===== src/rtl/flippy_bit_pkg.sv =====
// Shared definitions for the FlippyBit game engine: state encoding, LFSR taps and
// a priority helper used to pick one lane out of several candidates.
package flippy_bit_pkg;

    localparam int unsigned MAX_LANES = 8;

    localparam logic [1:0] S_IDLE      = 2'b00;
    localparam logic [1:0] S_PLAYING   = 2'b01;
    localparam logic [1:0] S_GAME_OVER = 2'b10;

    typedef enum logic [1:0] {
        StIdle     = S_IDLE,
        StPlaying  = S_PLAYING,
        StGameOver = S_GAME_OVER
    } state_e;

    // Taps 16,14,13,11 of a left-shifting Fibonacci LFSR (bits 15,13,12,10).
    localparam logic [15:0] LFSR_TAPS = 16'hB400;

    function automatic logic [MAX_LANES-1:0] lowest_set(input logic [MAX_LANES-1:0] req);
        logic [MAX_LANES-1:0] sel;
        sel = '0;
        for (int i = MAX_LANES - 1; i >= 0; i--) begin
            if (req[i]) begin
                sel    = '0;
                sel[i] = 1'b1;
            end
        end
        return sel;
    endfunction

endpackage


===== src/rtl/flippy_lfsr16.sv =====
// Free-running 16-bit Fibonacci LFSR; supplies pseudo-random letters whose value
// depends on how long the machine ran before the game started.
module flippy_lfsr16
    import flippy_bit_pkg::*;
#(
    parameter logic [15:0] SEED = 16'hACE1
) (
    input  logic        clock,
    input  logic        reset_n,
    output logic [15:0] lfsr_out
);

    logic [15:0] lfsr_q;
    logic [15:0] lfsr_d;

    always_comb begin
        lfsr_d = {lfsr_q[14:0], ^(lfsr_q & LFSR_TAPS)};
    end

    always_ff @(posedge clock) begin
        if (!reset_n) begin
            lfsr_q <= SEED;
        end else begin
            lfsr_q <= lfsr_d;
        end
    end

    assign lfsr_out = lfsr_q;

endmodule


===== src/rtl/flippy_bit_engine.sv =====
// FlippyBit game loop: spawns falling letters into lanes on a tick cadence, clears
// lanes whose letter matches the switches, and tracks score, lives and game state.
module flippy_bit_engine
    import flippy_bit_pkg::*;
#(
    parameter int unsigned NUM_LANES   = 3,
    parameter int unsigned BYTE_W      = 8,
    parameter int unsigned Y_W         = 5,
    parameter int unsigned Y_BOTTOM    = 20,
    parameter int unsigned FALL_TICKS  = 4,
    parameter int unsigned SPAWN_TICKS = 16,
    parameter int unsigned SCORE_W     = 8,
    parameter int unsigned LIVES       = 3,
    parameter logic [15:0] LFSR_SEED   = 16'hACE1
) (
    input  logic                          clock,
    input  logic                          reset_n,
    input  logic                          start_button,
    input  logic [BYTE_W-1:0]             user_bits,
    input  logic                          tick,
    output logic [1:0]                    present_state,
    output logic [SCORE_W-1:0]            score,
    output logic [2:0]                    lives,
    output logic [NUM_LANES-1:0]          lane_active,
    output logic [NUM_LANES*Y_W-1:0]      y_pos,
    output logic [NUM_LANES*BYTE_W-1:0]   letter
);

    localparam int unsigned FALL_W  = (FALL_TICKS > 1) ? $clog2(FALL_TICKS) : 1;
    localparam int unsigned SPAWN_W = (SPAWN_TICKS > 1) ? $clog2(SPAWN_TICKS) : 1;

    localparam logic [FALL_W-1:0]  FALL_LAST  = FALL_W'(FALL_TICKS - 1);
    localparam logic [SPAWN_W-1:0] SPAWN_LAST = SPAWN_W'(SPAWN_TICKS - 1);
    localparam logic [Y_W-1:0]     Y_LAST     = Y_W'(Y_BOTTOM - 1);
    localparam logic [2:0]         LIVES_INIT = 3'(LIVES);

    state_e                        state_q, state_d;
    logic                          start_q, start_d;
    logic [SCORE_W-1:0]            score_q, score_d;
    logic [2:0]                    lives_q, lives_d;
    logic [NUM_LANES-1:0]          lane_active_q, lane_active_d;
    logic [NUM_LANES*Y_W-1:0]      y_q, y_d;
    logic [NUM_LANES*BYTE_W-1:0]   letter_q, letter_d;
    logic [FALL_W-1:0]             fall_cnt_q, fall_cnt_d;
    logic [SPAWN_W-1:0]            spawn_cnt_q, spawn_cnt_d;

    logic [15:0]                   lfsr;
    logic                          start_edge;
    logic                          fall_step;
    logic                          spawn_step;
    logic [BYTE_W-1:0]             spawn_letter;
    logic [MAX_LANES-1:0]          match_req, free_req;
    logic [MAX_LANES-1:0]          match_sel, free_sel;
    logic [3:0]                    miss_cnt;
    logic                          unused_bits;

    flippy_lfsr16 #(
        .SEED (LFSR_SEED)
    ) u_lfsr (
        .clock    (clock),
        .reset_n  (reset_n),
        .lfsr_out (lfsr)
    );

    assign start_edge   = start_button & ~start_q;
    assign fall_step    = tick && (fall_cnt_q == FALL_LAST);
    assign spawn_step   = tick && (spawn_cnt_q == SPAWN_LAST);
    // A zero letter would be indistinguishable from switches at rest.
    assign spawn_letter = (lfsr[BYTE_W-1:0] == '0) ? BYTE_W'(1) : lfsr[BYTE_W-1:0];

    // Free-lane mask is taken from pre-update state so a lane cleared this cycle
    // is never refilled on the same edge.
    always_comb begin
        match_req = '0;
        free_req  = '0;
        for (int unsigned i = 0; i < NUM_LANES; i++) begin
            match_req[i] = lane_active_q[i] && (letter_q[i*BYTE_W +: BYTE_W] == user_bits);
            free_req[i]  = ~lane_active_q[i];
        end
        match_sel = lowest_set(match_req);
        free_sel  = lowest_set(free_req);
    end

    always_comb begin
        state_d       = state_q;
        start_d       = start_button;
        score_d       = score_q;
        lives_d       = lives_q;
        lane_active_d = lane_active_q;
        y_d           = y_q;
        letter_d      = letter_q;
        fall_cnt_d    = fall_cnt_q;
        spawn_cnt_d   = spawn_cnt_q;
        miss_cnt      = 4'd0;

        unique case (state_q)
            StIdle, StGameOver: begin
                if (start_edge) begin
                    state_d       = StPlaying;
                    score_d       = '0;
                    lives_d       = LIVES_INIT;
                    lane_active_d = '0;
                    fall_cnt_d    = '0;
                    spawn_cnt_d   = '0;
                end
            end
            StPlaying: begin
                if (tick) begin
                    fall_cnt_d  = fall_step ? '0 : fall_cnt_q + FALL_W'(1);
                    spawn_cnt_d = spawn_step ? '0 : spawn_cnt_q + SPAWN_W'(1);
                end

                // A match takes priority over falling off the bottom on the same edge.
                for (int unsigned i = 0; i < NUM_LANES; i++) begin
                    if (match_sel[i]) begin
                        lane_active_d[i]          = 1'b0;
                        y_d[i*Y_W +: Y_W]         = '0;
                    end else if (lane_active_q[i] && fall_step) begin
                        if (y_q[i*Y_W +: Y_W] == Y_LAST) begin
                            lane_active_d[i]      = 1'b0;
                            y_d[i*Y_W +: Y_W]     = '0;
                            miss_cnt              = miss_cnt + 4'd1;
                        end else begin
                            y_d[i*Y_W +: Y_W]     = y_q[i*Y_W +: Y_W] + Y_W'(1);
                        end
                    end
                end

                if (spawn_step) begin
                    for (int unsigned i = 0; i < NUM_LANES; i++) begin
                        if (free_sel[i]) begin
                            lane_active_d[i]            = 1'b1;
                            y_d[i*Y_W +: Y_W]           = '0;
                            letter_d[i*BYTE_W +: BYTE_W] = spawn_letter;
                        end
                    end
                end

                if ((|match_sel) && (score_q != {SCORE_W{1'b1}})) begin
                    score_d = score_q + SCORE_W'(1);
                end

                lives_d = (4'(lives_q) <= miss_cnt) ? 3'd0 : lives_q - miss_cnt[2:0];
                if (lives_d == 3'd0) begin
                    state_d = StGameOver;
                end
            end
            default: begin
                state_d = StIdle;
            end
        endcase
    end

    always_ff @(posedge clock) begin
        if (!reset_n) begin
            state_q       <= StIdle;
            start_q       <= 1'b1;
            score_q       <= '0;
            lives_q       <= LIVES_INIT;
            lane_active_q <= '0;
            y_q           <= '0;
            letter_q      <= '0;
            fall_cnt_q    <= '0;
            spawn_cnt_q   <= '0;
        end else begin
            state_q       <= state_d;
            start_q       <= start_d;
            score_q       <= score_d;
            lives_q       <= lives_d;
            lane_active_q <= lane_active_d;
            y_q           <= y_d;
            letter_q      <= letter_d;
            fall_cnt_q    <= fall_cnt_d;
            spawn_cnt_q   <= spawn_cnt_d;
        end
    end

    assign unused_bits   = ^{match_sel, free_sel, lfsr};

    assign present_state = state_q;
    assign score         = score_q;
    assign lives         = lives_q;
    assign lane_active   = lane_active_q;
    assign y_pos         = y_q;
    assign letter        = letter_q;

endmodule


===== config.mk =====
export PLATFORM = sky130hd
export DESIGN_NAME = flippy_bit_engine
export DESIGN_NICKNAME = d
export VERILOG_FILES = /design/src/rtl/flippy_bit_pkg.sv /design/src/rtl/flippy_lfsr16.sv /design/src/rtl/flippy_bit_engine.sv
export SDC_FILE = /design/constraint.sdc
export NUM_CORES = 1
export LEC_CHECK = 0
export ABC_CLOCK_PERIOD_IN_PS = 12620
export CAP_MARGIN = 20
export CORE_MARGIN = 3
export CORE_UTILIZATION = 60
export CTS_CLUSTER_SIZE = 24
export DETAILED_ROUTE_END_ITERATION = 10
export DONT_BUFFER_PORTS = 1
export HOLD_SLACK_MARGIN = 0.1
export PLACE_DENSITY = 0.87
export SETUP_SLACK_MARGIN = 0.05
export SLEW_MARGIN = 20
export SYNTH_ARGS = -nofsm -noshare
export SYNTH_HDL_FRONTEND = slang
export SYNTH_SLANG_ARGS = --single-unit

===== constraint.sdc =====
create_clock -name clock -period 12.62 [get_ports clock]
set_input_delay 2.524 -clock clock [delete_from_list [all_inputs] [get_ports clock]]
set_output_delay 2.524 -clock clock [all_outputs]
set_load 0.05 [all_outputs]

==> flow_summary.ini <==
[final_layout]
area_delta_synth_final_pct = 5.64
antennaDiodeCount = 0
nFillCells = 496
final_layout_size_suffix_gt1_frac = 0.0587
fin_nets = 463
mostFrequentLayoutCell = dfxtp_1
final_cell_mix = dfxtp_1 (78), nand2_1 (47), nor2_1 (44)
final_cells = 518
fin_util = 0.665

[sta]
fin_crit_sh = 0.473
rsz0062_at_grt = no
relSlewSlack = 0.266
final.setup.tns_ps = 0
slew_viol_final = 0
setup_viol = 0
finClkSkew_ps = 6.61
setup_slack_ps = 6650
final.min_clock_period_ps = 5970
hold_viol = 0
fmax_mhz = 168
worst_pin_slew_ps = 1100

[critical_path]
critPathBufInv = 1
crit_path_cell_trace = xor2_1 > nor4_1 > or3b_1 > nand4_1 > a32o_1 > ha_1 > mux2_2 > fa_1 > inv_1 > fa_1 > o21ai_0 > o21ai_0 > and2_1
cp.required_ps = 12870
crit_fanout = 8
cp_top_family = simple AND/OR/NAND/NOR gates
worstSetupPathType = primary input to flop
cp_data_arrival_time_ps = 6220
slowest_delay_ps = 530
cp-end-kind = flop
start_kind = primary input
reg2reg_slack_ps = 8090
cp_slowest_cell = or3b_1

[global_route]
grt_start_max_net_pins = 46
grt_use_total = 0.252
grt_pass1_vias = 2988
gr-total-overflow = 0
antenna_found_initial = 0
grt_pass1_wl_um = 14600

[clocking]
clock_path_buffers = 2
cts_tree = yes
cts_buffers = 9
cts_hold_buf = 0
ctsHtreeMaxLevel = 3
cts_resized = 0
cts-root-buf = clkbuf_8
cts_sinks = 78
clk_pin_slew_worst_paths_ps = 90
clk_latency_ps = 360
postCtsSetupBuffers = 0

[route]
via_count = 3280
drc = 0
viasPerCell = 6.33
wirelength_um = 8950
drt-initial-drc-count = 309
wire_per_inst_um = 17.3
dr.pass1.iters = 6
ant_nets = 0

[power_and_ir_drop]
powerDensity_mw_per_mm2 = 116
vdd_drop_max_mv = 0.0978
leakagePower_uw = 0.00145

[floorplan]
dieWidth_um = 85.5
start_util = 0.630
die_h_um = 85.5
die-area_mm2 = 0.00732
io_pins = 67
coreArea_mm2 = 0.00603
num_rows = 28

[placed_design]
preCtsSetupSlack_ps = 6380
place.gp.congestion = 0.858
hpwl_um = 6520
place_inst = 502
io_buffers = 0

[outcome]
outcome = completed

[logic_synthesis]
async_flop_share = 0
synthTopCellsByArea = dfxtp_1 (41%), nand2_1 (4.6%), nor2_1 (4.5%)
yosysWarnings = 0
synth_cell_types = 48
synth_flop_cell = dfxtp_1
synthCells = 444
synth_nets = 469
synth_area_mm2 = 0.00379
synth_edf_count = 0
synth.largest_area_cell = dfxtp_1
synth_area_per_cell_um2 = 8.55
ys_ff_latch = 78
synth_top_area_share = 0.411
seq_area_frac_synth = 0.411

[hold_path]
hp-class = flop to flop

[flow_run]
maxCapViolCount = 0
synth_stat cells, drive strengths merged, types with 4 or more instances:
| cell | instances |
|---|---|
| xnor2 | 14 |
| nand4 | 18 |
| and2 | 13 |
| or3 | 4 |
| a22oi | 6 |
| nor3 | 8 |
| o21ai | 12 |
| clkbuf | 16 |
| a211oi | 4 |
| dfxtp | 78 |
| nand2b | 9 |
| xor2 | 14 |
| nor2 | 45 |
| nand3 | 25 |
| a21oi | 29 |
| mux2i | 15 |
| ha | 11 |
| nand2 | 47 |
| nand3b | 4 |
| or4 | 5 |
| nor2b | 5 |
| a31oi | 5 |
| inv | 14 |
| and3 | 5 |
worst reg2reg max path: stages (launching register included):
cell and delay [ps]:
dfxtp_1 720, xor2_1 150, nor4_1 460, or3b_1 530, nand4_1 300, a32o_1 260, ha_1 250, mux2_2 280
fa_1 390, inv_1 90, fa_1 420, o21ai_0 260, o21ai_0 120, and2_1 200
where the power goes:
| group | total [uW] | switching (uW) | internal [uW] |
|---|---|---|---|
| clock | 178 | 98.5 | 79.5 |
| combinational | 25.4 | 15.3 | 10.1 |
| sequential | 262 | 11.0 | 251 |
per-layer routing:
| layer | part of all wire | vias to the layer above | GRT usage |
|---|---|---|---|
| li1 | - | 1568 | - |
| met1 | 0.41 | 1542 | 0.314 |
| met2 | 0.48 | 156 | 0.407 |
| met3 | 0.10 | 14 | 0.0913 |
| met4 | 0.015 | 0 | 0.0820 |
| met5 | 0 | - | 0 |
stage by stage:
stage | cell area [um^2] | total power, uW | hold WS (ps)
6_report | 4010 | 466 | 420
5_1_grt | 4010 | 484 | 457
4_1_cts | 4010 | 469 | 426
3_5_place_dp | 3820 | 293 | 401
3_3_place_gp | 3820 | 292 | 395
2_1_floorplan | 3790 | 288 | 386
final timing paths:
kind                       startpoint                  end  cells past startpoint
setup / recovery         user_bits[3]     present_state[0]                     13
hold / removal    u_lfsr.lfsr_out[14]  u_lfsr.lfsr_out[15]                      1
setup reg to reg            letter[0]     present_state[0]                     13
hold reg to reg   u_lfsr.lfsr_out[14]  u_lfsr.lfsr_out[15]                      1
logic make-up after synthesis:
family	after synthesis	share of synthesized area
AO/OA/AOI/OAI	77	0.131
flip-flops	78	0.411
adder cells (fa/ha/maj)	13	0.0468
multiplexers	16	0.0425
AND/OR/NAND/NOR	199	0.267
XOR/XNOR	28	0.0646
buffers and inverters	33	0.0366
state kept, by name (all words and copies together), names as in the netlist:
name and count:
start_q 1, letter 24, fall_cnt_q 2, lane_active 3, score 8, spawn_cnt_q 4
present_state 2, y_pos 15, u_lfsr.lfsr_out 16, lives 3
final cells by class:
class	instances	area, um^2	area share
sequential	78	1560	0.390
tap	75	93.8	0.0234
clock buffer	10	138	0.0343
clock inverter	6	51.3	0.0128
inverter	14	52.6	0.0131
multi-input combinational	333	2100	0.523
timing repair buffer	2	15.0	0.00375
No activity file was read; power rests on OpenSTA's default activity.
